===== config.mk =====
export PLATFORM = sky130hd
export DESIGN_NAME = seg_scan_decoder
export DESIGN_NICKNAME = d
export VERILOG_FILES = /design/src/rtl/seg_scan_decoder.sv
export SDC_FILE = /design/constraint.sdc
export NUM_CORES = 1
export LEC_CHECK = 0
export BUFFER_PORTS_ARGS = -buffer_cell sky130_fd_sc_hd__buf_2
export CAP_MARGIN = 5
export CORE_MARGIN = 2
export CORE_UTILIZATION = 25
export DETAILED_ROUTE_END_ITERATION = 16
export PLACE_DENSITY = 0.44
export SYNTH_ARGS = -nofsm -noshare
export SYNTH_HDL_FRONTEND = slang
export SYNTH_SLANG_ARGS = --single-unit
export TNS_END_PERCENT = 1

===== constraint.sdc =====
create_clock -name clk -period 2.8 [get_ports clk]
set_input_delay 0.28 -clock clk [delete_from_list [all_inputs] [get_ports clk]]
set_output_delay 0.28 -clock clk [all_outputs]
set_load 0.02 [all_outputs]

===== src/rtl/seg_scan_decoder.sv =====
// Receive-side decoder for a multiplexed 4-digit active-low seven-segment bus.
// Each settled digit dwell is decoded to BCD; a full frame is published with a one-cycle strobe.
module seg_scan_decoder #(
    parameter int unsigned SETTLE = 4
) (
    input  logic        clk,
    input  logic        rst,
    input  logic [6:0]  seg,
    input  logic [3:0]  an,
    output logic [15:0] o_val,
    output logic        o_valid,
    output logic [3:0]  o_blank,
    output logic        o_err
);

    localparam logic [10:0] IDLE      = {4'hF, 7'h7F};
    localparam logic [7:0]  SETTLE_C  = 8'(SETTLE);
    localparam logic [7:0]  SETTLE_M1 = 8'(SETTLE - 1);

    logic [10:0] x;
    logic [10:0] x_prev;
    logic [7:0]  cnt;
    logic [15:0] dig;
    logic [3:0]  blk;
    logic [3:0]  seen;

    logic [3:0]  nib;
    logic        is_blank;
    logic        pat_ok;
    logic [1:0]  sel;
    logic        an_ok;
    logic        capture;
    logic [3:0]  onehot;
    logic [15:0] new_dig;
    logic [3:0]  new_blk;

    always_comb begin
        nib      = 4'd0;
        is_blank = 1'b0;
        pat_ok   = 1'b1;
        case (x[6:0])
            7'h40: nib = 4'd0;
            7'h79: nib = 4'd1;
            7'h24: nib = 4'd2;
            7'h30: nib = 4'd3;
            7'h19: nib = 4'd4;
            7'h12: nib = 4'd5;
            7'h02: nib = 4'd6;
            7'h78: nib = 4'd7;
            7'h00: nib = 4'd8;
            7'h10: nib = 4'd9;
            7'h7F: is_blank = 1'b1;
            default: pat_ok = 1'b0;
        endcase
    end

    // Only a single active anode names a digit; blink (F) and ghost codes are ignored.
    always_comb begin
        sel   = 2'd0;
        an_ok = 1'b1;
        case (x[10:7])
            4'hE: sel = 2'd0;
            4'hD: sel = 2'd1;
            4'hB: sel = 2'd2;
            4'h7: sel = 2'd3;
            default: an_ok = 1'b0;
        endcase
    end

    assign capture = (x == x_prev) && (cnt == SETTLE_M1) && an_ok;
    assign onehot  = 4'b0001 << sel;

    always_comb begin
        new_dig = dig;
        new_dig[{sel, 2'b00} +: 4] = nib;
        new_blk = blk;
        new_blk[sel] = is_blank;
    end

    always_ff @(posedge clk) begin
        if (rst) begin
            x       <= IDLE;
            x_prev  <= IDLE;
            cnt     <= '0;
            dig     <= '0;
            blk     <= '0;
            seen    <= '0;
            o_val   <= '0;
            o_blank <= '0;
            o_valid <= 1'b0;
            o_err   <= 1'b0;
        end else begin
            x       <= {an, seg};
            x_prev  <= x;
            o_valid <= 1'b0;
            o_err   <= 1'b0;

            if (x != x_prev)
                cnt <= '0;
            else if (cnt != SETTLE_C)
                cnt <= cnt + 8'd1;

            if (capture) begin
                if (pat_ok) begin
                    dig <= new_dig;
                    blk <= new_blk;
                    if ((seen | onehot) == 4'hF) begin
                        o_val   <= new_dig;
                        o_blank <= new_blk;
                        o_valid <= 1'b1;
                        seen    <= '0;
                    end else begin
                        seen <= seen | onehot;
                    end
                end else begin
                    o_err <= 1'b1;
                end
            end
        end
    end

endmodule


==> impl_metrics.csv <==
group,metric,value,unit
hold_path,hold_class,"in2reg",
synthesis,synth_area,0.003791,sq mm
floorplanning,io_pins,35,
synthesis,postSynth.asyncResetShare,0,%
floorplanning,num_rows,45,
sta,finalHoldViolCount,0,
sta,rsz0062_at_grt,"false",
synthesis,yosysWarnings,0,
floorplanning,core,0.01503,sq mm
clock_network,cts_tree,"done",
critical_path,cp.required,3.07,ns
critical_path,path_buf_inv,2,
global_route,grt_overflow_total,0,
sta,maxSlewViolCount,0,
power,max-vdd-ir-drop,272.2,uV
detailed_routing,drc,0,
hold_path,min_to,"x[4]",
clock_network,postCtsSetupBuffers,0,
floorplanning,initial_core_util,25.22,%
clock_network,cts_hold_buf,0,
global_route,grt_pass1_wl,14.39,mm
critical_path,cpLargestDelayFamily,"simple AND/OR/NAND/NOR gates",
critical_path,crit_path_end_kind,"flop",
floorplanning,die_area,0.01617,sq mm
clock_network,clkLatencyLatePin,0.34,ns
layout,layout.nets,444,
place,post-dp-hpwl,6.115,mm
layout,n_antenna_cell,0,
global_route,grt_pass1_vias,2823,
detailed_routing,first_iter_violations,125,
power,power_density,558.5,mW/mm^2
layout,fin_util,29.53,%
place,io_buffers,34,
synthesis,yosysSeqAreaShare,40.13,%
clock_network,htreeDepth,3,
hold_path,min_from,"seg[4]",
clock_network,cts-root-buf,"clkbuf_16",
critical_path,timing.rr.start,"x[10]",
sta,holdWs,0.1238,ns
sta,timing.final.crit_share,86.51,%
sta,setup_tns,0,ns
sta,period_needed,2.422,ns
sta,worstMarginPinSlew,0.7700,ns
critical_path,critPathMaxStageDelay,0.48,ns
critical_path,path_cells,"xor2_1 > nand2_1 > inv_1 > ha_1 > o22ai_1 > nor2_2 > buf_4 > and4_1 > nor2b_1",
synthesis,syn_inst,395,
clock_network,cts-buffers-inserted,9,
clock_network,cts_buffer_depth,2,
layout,final_layout_size_suffix_gt1_share,23.19,%
sta,fmax,412.8,MHz
critical_path,worst_r2r_endpoint,"o_valid",
layout,fillers,1589,
critical_path,critPathKind,"reg2reg",
clock_network,cts.reportedPaths.clkPinSlew,0.06,ns
floorplanning,die_width,127.1,microns
critical_path,worstPathArrival,2.70,ns
layout,syn_to_final_growth,17.10,%
clock_network,cts.sinks,76,
synthesis,synth_area_per_cell,9.598,sq um
sta,maxSlewHeadroom,48.67,%
critical_path,cp_max_fo,7,
synthesis,ys_ff_latch,76,
sta,skew,0.007678,ns
power,leakage,1.809,nW
run,maxCapViolations,0,
layout,final_cells,615,
layout,fin_area,0.004439,sq mm
detailed_routing,drtPass1Iterations,4,
clock_network,cts_resized,0,
global_route,grt_usage,11.41,%
global_route,grt_max_degree,49,
floorplanning,die_y,127.1,microns
detailed_routing,vias_per_cell,4.600,
critical_path,cp-start-kind,"flop",
detailed_routing,wl,8.644,mm
place,placed_area,0.004135,sq mm
synthesis,syn-num-nets,417,
critical_path,slowest_stage,"dfxtp_1",
hold_path,hold_depth,2,
critical_path,reg2regPathDepth,9,
place,dp_cells,599,
sta,setup_viol,0,
run_status,outcome,"completed",
detailed_routing,wl_per_cell,14.06,microns
detailed_routing,postRouteAntennaNets,0,
synthesis,synth_cell_types,57,
critical_path,r2r_slack,0.38,ns
place,place_congestion,0.7340,
synthesis,synth_edf_count,0,
synthesis,synthFlopType,"dfxtp_1",
global_route,antenna_found_initial,0,
detailed_routing,vias,2829,
==> layout make-up <==
cell class	instances	area, sq um	area share [%]
well taps	188	235.2	5.299
clock inverters	4	47.55	1.071
inverters	13	48.80	1.099
flip-flops and latches	76	1521	34.27
repair buffers	46	260.3	5.862
clock buffers	12	256.5	5.778
multi-input cells	276	2069	46.62
==> power by group <==
part | switching, W | internal (W) | total, W
Clock | 0.000448 | 0.000736 | 0.00118
Combinational | 0.0000988 | 0.0000755 | 0.000174
Sequential | 0.0000246 | 0.00110 | 0.00112
==> flip-flops by register name, summed over array words and instances, names as in the netlist <==
name	cells
blk	4
cnt	8
dig	16
o_blank	4
o_err	1
o_val	16
o_valid	1
seen	4
x	11
x_prev	11
==> through the flow <==
stage                     total power (W)  setup slack [ns]
after floorplan                  0.001271            0.6185
after detailed placement         0.001321            0.3637
final                            0.002479            0.3777
after global routing             0.002585            0.1901
after CTS                        0.002526            0.3585
after global placement           0.001317            0.3933
==> cell families after synthesis <==
family                     after synthesis  share of synthesized area, %
AOI/OAI and AO/OA                       53                         11.25
and+or+nand+nor                        160                         26.63
buffers and inverters                   43                         5.281
adders and majority gates                9                         2.970
xor gates and xnor gates                21                         4.852
muxes                                   33                         8.878
DFF                                     76                         40.13
==> synth_stat cells, types with 3 or more instances <==
cell / count / share of area (%)
o22ai_1: 8 / 1.3
nor2_1: 18 / 1.8
a21o_1: 4 / 0.79
inv_1: 13 / 1.3
a311oi_1: 3 / 0.69
nand3b_1: 4 / 0.79
a41o_1: 6 / 1.6
buf_6: 3 / 0.89
and2_1: 5 / 0.83
nand2b_1: 40 / 6.6
nand3_1: 8 / 1.1
dfxtp_1: 76 / 40
xnor2_1: 14 / 3.2
o41ai_1: 3 / 0.69
and4b_1: 3 / 0.79
nor3_1: 6 / 0.79
nand2_1: 6 / 0.59
mux2_2: 5 / 1.5
and4_1: 3 / 0.69
ha_1: 9 / 3.0
clkbuf_1: 16 / 1.6
nor2b_1: 13 / 2.1
a2bb2oi_1: 5 / 1.2
xor2_1: 7 / 1.6
mux2i_1: 28 / 7.4
a41oi_1: 7 / 1.6
buf_2: 10 / 1.3
or2_2: 23 / 3.8
nand4_1: 9 / 1.5
o21ai_0: 5 / 0.66
and3_1: 5 / 0.83
==> cells in the final DEF (no fill, tap or decap), drive strengths merged, types with 8 or more instances in the layout <==
master,synthesis,final
xnor2,14,14
inv,13,13
clkbuf,16,12
nor2,20,20
nand3,9,9
o22ai,8,8
mux2i,28,28
nand2b,40,40
buf,14,46
dfxtp,76,76
ha,9,9
or2,23,23
nor2b,13,13
nand4,11,11
==> metal layers <==
metal  global-route usage (%)  wire length, microns
met1                    15.03                  4304
met2                    17.11                  3787
met3                    3.434                   356
met4                    5.365                   197
met5                        0                     0
==> worst reg2reg max path, stage by stage (launching register included) <==
cell and delay, ns:
dfxtp_1 0.48, xor2_1 0.27, nand2_1 0.18, inv_1 0.16, ha_1 0.30, o22ai_1 0.14, nor2_2 0.19, buf_4 0.18
and4_1 0.31, nor2b_1 0.17
==> worst max-delay path by stage <==
| stage | start | to | slack (ns) | depth (start not counted) |
|---|---|---|---|---|
| 5_1_grt | x[10] | o_valid | 0.19 | 9 |
| 2_1_floorplan | x[10] | o_val[13] | 0.62 | 10 |
| 6_report | x[10] | o_valid | 0.38 | 9 |
| 4_1_cts | x[10] | o_val[11] | 0.36 | 9 |
| 3_5_place_dp | x[10] | o_val[6] | 0.36 | 9 |
| 3_3_place_gp | x[10] | o_val[2] | 0.39 | 9 |
(Power assumes the default switching activity.)
